File: config.mk
export PLATFORM = sky130hd
export DESIGN_NAME = fifo_burst_drain
export DESIGN_NICKNAME = d
export VERILOG_FILES = /design/src/rtl/fifo_burst_drain_pkg.sv /design/src/rtl/drain_skid_buf.sv /design/src/rtl/fifo_burst_drain.sv
export SDC_FILE = /design/constraint.sdc
export NUM_CORES = 1
export LEC_CHECK = 0
export ABC_AREA = 1
export CORE_MARGIN = 10
export CORE_UTILIZATION = 30
export CTS_CLUSTER_DIAMETER = 120
export CTS_CLUSTER_SIZE = 30
export DETAILED_ROUTE_END_ITERATION = 8
export PLACE_DENSITY_LB_ADDON = 0.15
export REMOVE_ABC_BUFFERS = 1
export SYNTH_ARGS = -nofsm -noshare
export SYNTH_HDL_FRONTEND = slang
export SYNTH_HIERARCHICAL = 1
export SYNTH_SLANG_ARGS = --single-unit
File: constraint.sdc
create_clock -name clk -period 2.28 [get_ports clk]
set_input_delay 0.57 -clock clk [delete_from_list [all_inputs] [get_ports clk]]
set_output_delay 0.57 -clock clk [all_outputs]
set_load 0.02 [all_outputs]
File: src/rtl/fifo_burst_drain_pkg.sv
// ----------------------------------------------------------------------------
// fifo_burst_drain_pkg
// Shared types and constants for the FIFO burst drain block.
//   drain_state_t : drain controller states
//   SKID_DEPTH    : entries in the output skid buffer
//   BURST_CNT_W   : width of the completed-burst counter
// ----------------------------------------------------------------------------
package fifo_burst_drain_pkg;

   typedef enum logic [1:0] {
      IDLE  = 2'd0,
      ARM   = 2'd1,
      READ  = 2'd2,
      DRAIN = 2'd3
   } drain_state_t;

   localparam int SKID_DEPTH  = 2;
   localparam int BURST_CNT_W = 16;

endpackage

File: src/rtl/drain_skid_buf.sv
// ----------------------------------------------------------------------------
// drain_skid_buf
// Two-entry buffer between the FIFO read port and the output stream. Owns the
// valid/ready handshake: the head entry is presented until it is accepted.
// Ports:
//   clk, rst          clock, asynchronous active-high reset
//   wr_i, wr_data_i   write strobe and word (caller guarantees no overflow)
//   rd_ready_i        downstream accept
//   rd_valid_o        head entry valid
//   rd_data_o         head entry
//   pop_o             handshake this cycle (rd_valid_o && rd_ready_i)
//   occ_o             current occupancy, 0..2
// ----------------------------------------------------------------------------
module drain_skid_buf
   import fifo_burst_drain_pkg::*;
#(
   parameter int W = 33
) (
   input  logic         clk,
   input  logic         rst,
   input  logic         wr_i,
   input  logic [W-1:0] wr_data_i,
   input  logic         rd_ready_i,
   output logic         rd_valid_o,
   output logic [W-1:0] rd_data_o,
   output logic         pop_o,
   output logic [1:0]   occ_o
);

   logic [W-1:0] mem_q [SKID_DEPTH];
   logic         wr_ptr_q;
   logic         rd_ptr_q;
   logic [1:0]   occ_q;

   assign rd_valid_o = (occ_q != 2'd0);
   assign pop_o      = rd_valid_o && rd_ready_i;
   assign rd_data_o  = mem_q[rd_ptr_q];
   assign occ_o      = occ_q;

   // Entries reset to zero so m_data reads 0 straight out of reset.
   always_ff @(posedge clk or posedge rst) begin
      if (rst) begin
         for (int i = 0; i < SKID_DEPTH; i++) begin
            mem_q[i] <= '0;
         end
      end else if (wr_i) begin
         mem_q[wr_ptr_q] <= wr_data_i;
      end
   end

   always_ff @(posedge clk or posedge rst) begin
      if (rst) begin
         wr_ptr_q <= 1'b0;
         rd_ptr_q <= 1'b0;
         occ_q    <= 2'd0;
      end else begin
         if (wr_i) begin
            wr_ptr_q <= ~wr_ptr_q;
         end
         if (pop_o) begin
            rd_ptr_q <= ~rd_ptr_q;
         end
         // Simultaneous write and pop leaves occupancy unchanged.
         case ({wr_i, pop_o})
            2'b10:   occ_q <= occ_q + 2'd1;
            2'b01:   occ_q <= occ_q - 2'd1;
            default: occ_q <= occ_q;
         endcase
      end
   end

endmodule

File: src/rtl/fifo_burst_drain.sv
// ----------------------------------------------------------------------------
// fifo_burst_drain
// Drains a synchronous FIFO in bursts of BURST_LEN words (or a shorter burst
// when flush is held while armed) and presents the words on a valid/ready
// stream, tagging the final word of each burst with m_last.
// Optional feature macro: FIFO_BURST_DRAIN_PARITY_EN adds fifo_par, m_par and
// a sticky par_err flag.
// Ports:
//   clk, rst                  clock, asynchronous active-high reset
//   fifo_empty, fifo_cnt      FIFO status
//   fifo_dout                 FIFO read data, valid the cycle after fifo_rd
//   fifo_rd                   FIFO pop strobe
//   flush                     drain a partial burst (sampled while armed)
//   m_valid/m_ready/m_data    output stream
//   m_last                    final word of the burst
//   burst_done                one-cycle pulse after the m_last word is taken
//   burst_cnt                 completed bursts, wrapping
//   fifo_par, m_par, par_err  parity in/out and sticky error (macro only)
// ----------------------------------------------------------------------------
module fifo_burst_drain
   import fifo_burst_drain_pkg::*;
#(
   parameter int DATA_W    = 32,
   parameter int BURST_LEN = 16,
   parameter int CNT_W     = 11
) (
   input  logic                   clk,
   input  logic                   rst,
   input  logic                   fifo_empty,
   input  logic [CNT_W-1:0]       fifo_cnt,
   input  logic [DATA_W-1:0]      fifo_dout,
   output logic                   fifo_rd,
   input  logic                   flush,
   output logic                   m_valid,
   input  logic                   m_ready,
   output logic [DATA_W-1:0]      m_data,
   output logic                   m_last,
`ifdef FIFO_BURST_DRAIN_PARITY_EN
   input  logic                   fifo_par,
   output logic                   m_par,
   output logic                   par_err,
`endif
   output logic                   burst_done,
   output logic [BURST_CNT_W-1:0] burst_cnt
);

   localparam int WL_W = $clog2(BURST_LEN + 1);
`ifdef FIFO_BURST_DRAIN_PARITY_EN
   localparam int SKID_W = DATA_W + 2;
`else
   localparam int SKID_W = DATA_W + 1;
`endif

   drain_state_t           state_q, state_d;
   logic [WL_W-1:0]        wl_q, wl_d;
   logic                   rd_inflight_q;
   logic                   last_inflight_q;
   logic                   burst_done_q;
   logic [BURST_CNT_W-1:0] burst_cnt_q;

   logic                   rd_en;
   logic                   pop;
   logic [1:0]             occ;
   logic [SKID_W-1:0]      skid_wr_data;
   logic [SKID_W-1:0]      skid_rd_data;
   logic                   full_ready;
   logic                   flush_ready;
   logic                   burst_end;

   assign full_ready  = (fifo_cnt >= CNT_W'(BURST_LEN));
   // A zero count cannot start a burst even if the empty flag disagrees.
   assign flush_ready = flush && !fifo_empty && (fifo_cnt != '0);
   assign burst_end   = (state_q == DRAIN) && pop && m_last;

   // ---------------- state register ----------------
   always_ff @(posedge clk or posedge rst) begin
      if (rst) begin
         state_q <= IDLE;
      end else begin
         state_q <= state_d;
      end
   end

   // ---------------- next-state logic ----------------
   always_comb begin
      state_d = state_q;
      case (state_q)
         IDLE:  state_d = ARM;
         ARM:   if (full_ready || flush_ready) state_d = READ;
         READ:  if (rd_en && (wl_q == WL_W'(1))) state_d = DRAIN;
         DRAIN: if (burst_end) state_d = ARM;
         default: state_d = IDLE;
      endcase
   end

   // ---------------- output logic ----------------
   // Pop only when the word (plus any word still in flight) is guaranteed a
   // skid slot, counting the slot freed by a handshake this cycle.
   always_comb begin
      rd_en = (state_q == READ) && (wl_q != '0) && !fifo_empty &&
              (({1'b0, occ} + {2'b00, rd_inflight_q}) < (3'd2 + {2'b00, pop}));
   end

   assign fifo_rd = rd_en;

   // Words-left counter: a full burst wins over flush.
   always_comb begin
      wl_d = wl_q;
      if (state_q == ARM) begin
         if (full_ready) begin
            wl_d = WL_W'(BURST_LEN);
         end else if (flush_ready) begin
            wl_d = WL_W'(fifo_cnt);
         end
      end else if (rd_en) begin
         wl_d = wl_q - WL_W'(1);
      end
   end

   always_ff @(posedge clk or posedge rst) begin
      if (rst) begin
         wl_q            <= '0;
         rd_inflight_q   <= 1'b0;
         last_inflight_q <= 1'b0;
         burst_done_q    <= 1'b0;
         burst_cnt_q     <= '0;
      end else begin
         wl_q            <= wl_d;
         rd_inflight_q   <= rd_en;
         // The pop that empties words_left carries the last tag to the buffer.
         last_inflight_q <= rd_en && (wl_q == WL_W'(1));
         burst_done_q    <= burst_end;
         if (burst_end) begin
            burst_cnt_q <= burst_cnt_q + BURST_CNT_W'(1);
         end
      end
   end

`ifdef FIFO_BURST_DRAIN_PARITY_EN
   logic par_err_q;

   assign skid_wr_data = {fifo_dout, last_inflight_q, ^fifo_dout};

   always_ff @(posedge clk or posedge rst) begin
      if (rst) begin
         par_err_q <= 1'b0;
      end else if (rd_inflight_q && (fifo_par != ^fifo_dout)) begin
         par_err_q <= 1'b1;
      end
   end

   assign par_err = par_err_q;
   assign m_par   = skid_rd_data[0];
`else
   assign skid_wr_data = {fifo_dout, last_inflight_q};
`endif

   drain_skid_buf #(
      .W (SKID_W)
   ) u_skid (
      .clk        (clk),
      .rst        (rst),
      .wr_i       (rd_inflight_q),
      .wr_data_i  (skid_wr_data),
      .rd_ready_i (m_ready),
      .rd_valid_o (m_valid),
      .rd_data_o  (skid_rd_data),
      .pop_o      (pop),
      .occ_o      (occ)
   );

   assign m_data     = skid_rd_data[SKID_W-1 -: DATA_W];
   assign m_last     = skid_rd_data[SKID_W-DATA_W-1];
   assign burst_done = burst_done_q;
   assign burst_cnt  = burst_cnt_q;

endmodule
==> impl_results.md, run 1 <==
- Status: finished clean
- Die Y: 145 µm
- Reg2reg setup slack: 0.50 ns
- Core box area: 15300 µm²
- Synth Instances: 596
- IO Pins: 100
- Clock skew: 0.00540 ns
- Max frequency: 0.447 GHz
- Cell row count: 45
- Final ANT Viol Nets: 0
- Yosys warnings: 6
- Final setup TNS: 0 ns
- Sequential element share of the synthesized area: 0.513
- Ys flop type: dfrtp_1
- Fin crit share: 0.980
- Max-slew violations: 0
- Global-route wire length before repair: 20200 µm
- Leakage: 3.27 nW
- Compound-Gate Fraction of Synth Area: 0.0833
- GRT Total Usage: 0.115
- Worst-path clk slew: 0.06 ns
- Area contributors post-synth: dfrtp_1, nand2_1, inv_1
- CP Capture Type: output pin
- GRT Residual Overflow: 0
- Worst skew pair latency: 0.35 ns
- CP Class: in -> out
- Synth Area in XOR/XNOR: 0.0187
- Largest net degree at the start of global routing: 71
- CP Data Required Time: 1.71 ns
- DR WL/cell: 12.9 µm
- Initial Utilization: 0.307
- Worst Max-Slew Pin Slew: 0.777 ns
- Synth Register Bits: 96
- Synth Cell Area: 4690 µm²
- Crit path time final: 2.24 ns
- Die area: 21000 µm²
- Cell variety after synth: 31
- Diodes inserted: 0
- Max Cap Viol: 0
- Area leader, netlist: dfrtp_1
- Final worst slack: 0.0447 ns
- Fin util: 0.414
- Placed Instances: 905
- Via Count: 3969
- Fraction of the mapped netlist area in adder cells: 0.0294
- Placed inst area: 6010 µm²
- Clock buffer depth: 2
- Area Growth Syn to Fin: 34.7%
- Critical Path AT: 1.67 ns
- H-Tree Depth: 3
- Vias in the first global route: 4063
- Number of flops mapped to enable cells by yosys: 0
- Post-DP HPWL: 8520 µm
- DRT iter0 DRCs: 211
- Fin. Hold Viols: 0
- DRT Pass-1 Iters: 4
- Max_slew headroom: 0.482
- Final Instance Count excl. Fillers: 922
- Vias/cell: 4.30
- Largest family of logic cells by synthesized area: simple AND/OR/NAND/NOR gates
- Finished Cell Area: 6310 µm²
- Final setup fails: 0
- DRC: 0
- Async SR Flop Fraction: 1.00
- Mux cell area share after synthesis: 0
- I/O Buffers: 99
- Min-delay worst type: reg -> reg
- Post-layout net count: 766
- CTS tree: built
- Final GP Congestion: 0.796
- Critical Path Fanout Max: 2
- Clk sink count: 96
- Post-Route WL: 11900 µm
- RSZ-0062 raised after global routing: yes
- Post-synthesis simple-gate area fraction: 0.272
- VDD IR max: 489 µV
- Fraction of layout cells with a size suffix above 1: 0.0872
- Num CTS Buffers: 9
- Hold_buf cts: 0
- PwrDens: 1260 nW/µm²
- Startpoint Class: input pin
- Synth top area share: 0.513
- Clk root buf: clkbuf_16
- Average size of a mapped cell: 7.86 µm²
- Die Width: 145 µm
- Initial antenna violation count: 0
- Pre-CTS setup slack: -0.477 ns
per-layer routing:
layer,routed length [µm],part of all wire,track usage
met3,636,0.053,0.0369
met1,5870,0.49,0.153
met5,0,0,0
met2,5240,0.44,0.174
met4,163,0.014,0.0368
cells in the mapped netlist (all sizes together), types with 2 or more instances:
| library cell | count |
|---|---|
| nor2 | 29 |
| nand3b | 3 |
| clkinv | 2 |
| nor3 | 4 |
| buf | 13 |
| ha | 11 |
| xnor2 | 3 |
| nand4 | 4 |
| nand3 | 16 |
| nand2 | 255 |
| xor2 | 7 |
| a21oi | 2 |
| dfrtp | 96 |
| o21ai | 70 |
| clkbuf | 8 |
| inv | 70 |
cell type report:
type | instances | area (µm²)
fillers | 1579 | 8950
inverters | 72 | 273
clock buffers | 11 | 243
multi-input cells | 407 | 1920
well taps | 211 | 264
flip-flops and latches | 96 | 2400
clock inverters | 4 | 52.6
repair buffers | 121 | 1160
registers in the layout, summed over array words and instances, names as in the netlist:
signal           flops
u_skid/wr_ptr_q      1
u_skid/occ_o         2
burst_done           1
u_skid/mem_q        66
u_skid/rd_ptr_q      1
state_q              2
rd_inflight_q        1
last_inflight_q      1
wl_q                 5
burst_cnt           16
metrics by stage:
| stage | hold WS [ns] | total power [mW] |
|---|---|---|
| global route | 0.503 | 8.69 |
| detailed placement | 0.465 | 6.81 |
| CTS | 0.483 | 8.06 |
| floorplan | 0.449 | 5.02 |
| finish | 0.481 | 7.94 |
| global placement | 0.466 | 6.72 |
where the power goes:
group	switching, mW	total (mW)	internal, mW
clock network	0.641	1.52	0.880
logic	2.19	3.63	1.44
registers	0.385	2.79	2.41
total	3.21	7.94	4.73
cell usage in the layout, fill, tap and decap left out, types with 5 or more instances in the layout:
cell / count
nand2_1: 250
dfrtp_1: 96
inv_1: 66
clkdlybuf4s50_1: 64
o21ai_0: 40
dlygate4sd2_1: 32
nor2_1: 26
o21ai_1: 26
buf_4: 18
nand3_1: 14
ha_1: 9
clkbuf_16: 9
xor2_1: 7
nand2_2: 5
what timing repair did:
action / CTS / global route
setup endpoints to repair: 34 / 3
setup buffers: 0 / 2
pin swaps: 0 / 3
resized for setup: 40 / 9
worst max-delay path: stages:
cell and delay (ns):
clkdlybuf4s50_1 0.50, nand2_2 0.07, inv_2 0.06, a21oi_2 0.05, nor2_1 0.13, nand2_1 0.10
inv_2 0.07, buf_6 0.11
cell families after synthesis:
| logic type | Yosys count |
|---|---|
| xor+xnor | 10 |
| buf+inv | 93 |
| compound gates | 74 |
| fa+ha+maj | 11 |
| flops | 96 |
| simple gates | 312 |
worst paths after layout:
check / cells past startpoint / start / endpoint
max reg2reg: 12 / u_skid/occ_o[0] / wl_q[1]
min: 2 / wl_q[1] / wl_q[1]
max in group asynchronous: 3 / rst / wl_q[3]
min reg2reg: 2 / wl_q[1] / wl_q[1]
max: 8 / m_ready / fifo_rd
min in group asynchronous: 2 / rst / burst_cnt[1]
No activity file was read; power rests on OpenSTA's default activity.
==> run 2, diff against run 1 <==
SKIP_CTS_REPAIR_TIMING = 1   (was default)
SLEW_MARGIN = 10   (was default)
==> run 2 against run 1 <==
Effect of this change: the flow now finishes with violations (setup timing); setup slack lost 0.074 ns; non-clock buffer count down 2; global-route usage is essentially flat; maximum frequency fell by 3.2%; sequential power about the same; clock power about the same; final area up 1.2%; register-to-register slack better by 0.09 ns; clock-buffer cell count unchanged; first-iteration DRC count is 0.95% lower; largest power group unchanged; highest routed layer unchanged.
==> impl_results.md, run 2 (same netlist as run 1, synthesis figures left out) <==
- Status: finished with violations
- Die Width: 145 µm
- Final GP Congestion: 0.796
- CP Capture Type: output pin
- CP max-delay cell: dfrtp_1
- CP Data Required Time: 1.71 ns
- Pre-CTS setup slack: -0.477 ns
- GRT Residual Overflow: 0
- Final setup fails: 1
- Failing checks: setup timing
- Critical path cell sequence: ha_1 -> ha_1 -> inv_1 -> a21oi_1 -> nor2_1 -> nand2_1 -> inv_1 -> clkbuf_2
- Crit-path leading delay family: adder cells
- Area Growth Syn to Fin: 36.3%
- FF+latch area: 2400 µm²
- Critical Path Fanout Max: 2
- Die Y: 145 µm
- PwrDens: 1270 nW/µm²
- DR WL/cell: 13.0 µm
- Sw Share: 0.393
- Clk network pwr share: 0.187
- Worst Max-Slew Pin Slew: 0.778 ns
- CP peak stage delay: 0.38 ns
- Commonest non-fill, non-tap cell in the layout: nand2_1
- Clk root buf: clkbuf_16
- Clock skew: 0.00430 ns
- Core box area: 15300 µm²
- Via Count: 3988
- Post-DP HPWL: 8520 µm
- Final ANT Viol Nets: 0
- Vias in the first global route: 4078
- Filler cells: 1567
- IO Pins: 100
- H-Tree Depth: 3
- Placed inst area: 6010 µm²
- Most frequent cells in the layout: nand2_1, dfrtp_1, inv_1
- Finished Cell Area: 6390 µm²
- Global-route wire length before repair: 20200 µm
- Initial Utilization: 0.307
- Max Cap Viol: 0
- Critical Path AT: 1.74 ns
- GRT Total Usage: 0.116
- Crit path time final: 2.31 ns
- Register with the most flip-flops: u_skid/mem_q
- I/O Buffers: 99
- Initial antenna violation count: 0
- Vias/cell: 4.33
- DRT Pass-1 Iters: 4
- Final worst slack: -0.0291 ns
- Largest net degree at the start of global routing: 71
- Max_slew headroom: 0.482
- Max frequency: 0.433 GHz
- Min-delay worst type: reg -> reg
- Placed Instances: 905
- Worst skew pair latency: 0.35 ns
- Post-Route WL: 11900 µm
- Footprint of the multi-input gates: 1890 µm²
- Final Instance Count excl. Fillers: 920
- Max-slew violations: 0
- RSZ-0062 raised after global routing: yes
- CP Class: reg -> out
- Startpoint Class: flip-flop
- Fin crit share: 1.01
- Worst-path clk slew: 0.06 ns
- Internal power: 4.93 mW
- Flop pwr share: 0.343
- CTS tree: built
- Cell row count: 45
- Die area: 21000 µm²
- Gate power share: 0.470
- DRC: 0
- Clock buffer depth: 2
- Largest register FFs: 66
- DRT iter0 DRCs: 209
- Worst path bufs/invs: 3
- Num CTS Buffers: 9
- Clk sink count: 96
- Post-layout net count: 764
- Switch Pwr: 3.19 mW
- Fin. Hold Viols: 0
- VDD IR max: 488 µV
- Diodes inserted: 0
- Leakage: 3.54 nW
- Fraction of layout cells with a size suffix above 1: 0.0762
[run 2: cell count changes in the layout (fill, tap and decap cells not counted), moves of 2 or more]
cell / previous run / this run
dlymetal6s2s_1: 1 / 34
dlygate4sd2_1: 32 / 0
buf_4: 18 / 16
ha_1: 9 / 11
inv_1: 66 / 68
[run 2: path summary, 6_finish.rpt]
check / from / end / slack, ns / cells past startpoint
max reg2reg: rd_inflight_q / wl_q[1] / 0.59 / 11
min in group asynchronous: rst / burst_cnt[1] / 0.56 / 2
max in group asynchronous: rst / wl_q[3] / 1.24 / 3
max: rd_inflight_q / fifo_rd / -0.03 / 8
min reg2reg: wl_q[1] / wl_q[1] / 0.48 / 2
min: wl_q[1] / wl_q[1] / 0.48 / 2
[run 2: tightest hold or removal path: cells and delay by family (launching register included)]
| kind | cells | cell delay [ns] |
|---|---|---|
| DFF | 1 | 0.34 |
| and+or+nand+nor | 2 | 0.11 |
[run 2: layout make-up]
cell class | count | share of cell area
repair buffers | 119 | 0.198
clock buffers | 11 | 0.0380
multi-input cells | 407 | 0.296
flip-flops and latches | 96 | 0.376
clock inverters | 4 | 0.00822
inverters | 72 | 0.0425
well taps | 211 | 0.0413
[run 2: stage by stage]
step                      total power [mW]  utilization  hold WS (ns)  TNS [ns]
final                                 8.12        0.419         0.481   -0.0291
after global placement                6.72        0.394         0.466    -0.463
after detailed placement              6.81        0.394         0.465    -0.477
after global routing                  8.87        0.419         0.503    -0.190
after CTS                             8.38        0.413         0.483     -4.91
after floorplan                       5.02            -         0.449    -14.78
[run 2: per-layer routing]
| layer | GRT usage | routed length [µm] |
|---|---|---|
| met5 | 0 | 0 |
| met1 | 0.154 | 5890 |
| met3 | 0.0369 | 637 |
| met2 | 0.174 | 5240 |
| met4 | 0.0368 | 163 |
[run 2: power by group through the flow]
stage          combinational, mW  clock [mW]  sequential (mW)
3_5_place_dp                4.00           0             2.81
2_1_floorplan               2.22           0             2.80
4_1_cts                     4.01        1.59             2.78
5_1_grt                     4.32        1.66             2.89
6_report                    3.82        1.52             2.79
3_3_place_gp                3.93           0             2.78
==> run 3, diff against run 2 <==
clock period = 2.75 ns   (was 2.28 ns; I/O delays follow)
==> run 3 against run 2 <==
Effect of this change: the flow now finishes without violations; register-to-register slack improved by 0.33 ns; utilization decreased by 1.0 points; cell count decreased by 0.87%; hold slack improved by 0.0035 ns; largest power group unchanged; highest routed layer unchanged.
==> impl_results.md, run 3 (same netlist as run 1, synthesis figures left out) <==
- Fin crit share: 0.941
- DRC: 0
- Max_slew headroom: 0.489
- Vias in the first global route: 3879
- Cell row count: 45
- Core box area: 15300 µm²
- Min-delay worst type: reg -> reg
- H-Tree Depth: 3
- Post-layout net count: 755
- CP max-delay cell: clkdlybuf4s50_1
- GRT Total Usage: 0.114
- Worst skew pair latency: 0.35 ns
- Crit-path leading delay family: buffers and inverters
- DR WL/cell: 12.9 µm
- Clock buffer depth: 2
- Final GP Congestion: 0.812
- Worst path bufs/invs: 3
- Largest net degree at the start of global routing: 68
- Via Count: 3957
- Hold path cells: 2
- CP peak stage delay: 0.61 ns
- Area Growth Syn to Fin: 32.9%
- DRT Pass-1 Iters: 4
- Worst-path clk slew: 0.06 ns
- Post-Route WL: 11800 µm
- Pre-CTS setup slack: -0.223 ns
- Vias/cell: 4.34
- Global-route wire length before repair: 19900 µm
- Max Cap Viol: 0
- Clk root buf: clkbuf_16
- Max-slew violations: 0
- Final worst slack: 0.163 ns
- VDD IR max: 516 µV
- Worst Max-Slew Pin Slew: 0.766 ns
- Most frequent cells in the layout: nand2_1, clkdlybuf4s50_1, dfrtp_1
- Fin. Hold Viols: 0
- Fin util: 0.408
- Die Y: 145 µm
- Total power draw: 6.75 mW
- CP most frequent cell: nand2_1
- Critical Path AT: 1.90 ns
- Commonest non-fill, non-tap cell in the layout: nand2_1
- Status: finished clean
- Final Instance Count excl. Fillers: 912
- Final setup fails: 0
- Clk sink count: 96
- PwrDens: 1080 nW/µm²
- RSZ-0062 raised after global routing: no
- CP Depth: 5
- Critical path cell sequence: clkinv_1 -> buf_4 -> nand2_1 -> nand2_1 -> clkdlybuf4s50_1
- Crit path time final: 2.59 ns
- CP Data Required Time: 2.06 ns
- IO Pins: 100
- I/O Buffers: 99
- Fraction of layout cells with a size suffix above 1: 0.0628
- Max frequency: 0.387 GHz
- Initial antenna violation count: 0
- CP Capture Type: output pin
- Num CTS Buffers: 9
- Post-DP HPWL: 8310 µm
- Initial Utilization: 0.307
- Placed Instances: 896
- Reg2reg setup slack: 0.92 ns
- Largest register FFs: 66
- Reg2Reg Depth: 9
- Startpoint Class: flip-flop
- Die area: 21000 µm²
- DRT iter0 DRCs: 176
- GRT Residual Overflow: 0
- Register with the most flip-flops: u_skid/mem_q
- Clock skew: 0.00318 ns
- CP Class: reg -> out
- CTS tree: built
- Leakage: 3.17 nW
- Final ANT Viol Nets: 0
- Critical Path Fanout Max: 23
- Diodes inserted: 0
- Die Width: 145 µm
[run 3: cell types whose count changed in the layout (fill, tap and decap cells not counted), moves of 2 or more]
cell             before  now
buf_12                3    1
buf_4                16   10
clkdlybuf4s50_1      64   98
clkinvlp_4            0    3
dlymetal6s2s_1       34    1
inv_6                 2    0
[run 3: layout make-up]
type	instances	area, µm²
clock buffer	12	256
inverter	72	272
multi-input combinational	407	1890
fill	1585	9030
tap	211	264
timing repair buffer	110	1090
clock inverter	4	52.6
sequential	96	2400
[run 3: through the flow]
stage	cell area, µm²	hold slack [ns]	setup TNS [ns]
2_1_floorplan	4570	0.449	0
3_3_place_gp	5920	0.467	-0.216
3_5_place_dp	5920	0.472	-0.223
4_1_cts	6230	0.489	-0.229
5_1_grt	6230	0.512	0
6_report	6230	0.484	0
[run 3: tightest hold or removal path, delay by kind of cell, from the launching register on]
| kind | cells | cell delay, ns |
|---|---|---|
| flip-flops | 1 | 0.34 |
| AND/OR/NAND/NOR | 2 | 0.11 |
[run 3: final timing paths]
path	startpoint	endpoint
setup / recovery	u_skid/rd_ptr_q	m_data[2]
hold / removal	wl_q[1]	wl_q[1]
setup reg to reg	state_q[1]	wl_q[0]
hold reg to reg	wl_q[1]	wl_q[1]
max in group asynchronous	rst	u_skid/mem_q[57]
min in group asynchronous	rst	last_inflight_q
[run 3: layer usage]
layer	up-vias	global-route usage	part of all wire
met4	0	0.0337	0.0086
met1	1819	0.154	0.49
met2	100	0.169	0.43
met5	-	0	0
met3	9	0.0388	0.065
li1	2029	-	-
[run 3: where the power goes]
part           internal [mW]  switching (mW)  total, mW
Combinational           1.36            1.77       3.13
Sequential              2.00           0.327       2.32
Clock                  0.755           0.540       1.30
Total                   4.11            2.64       6.75
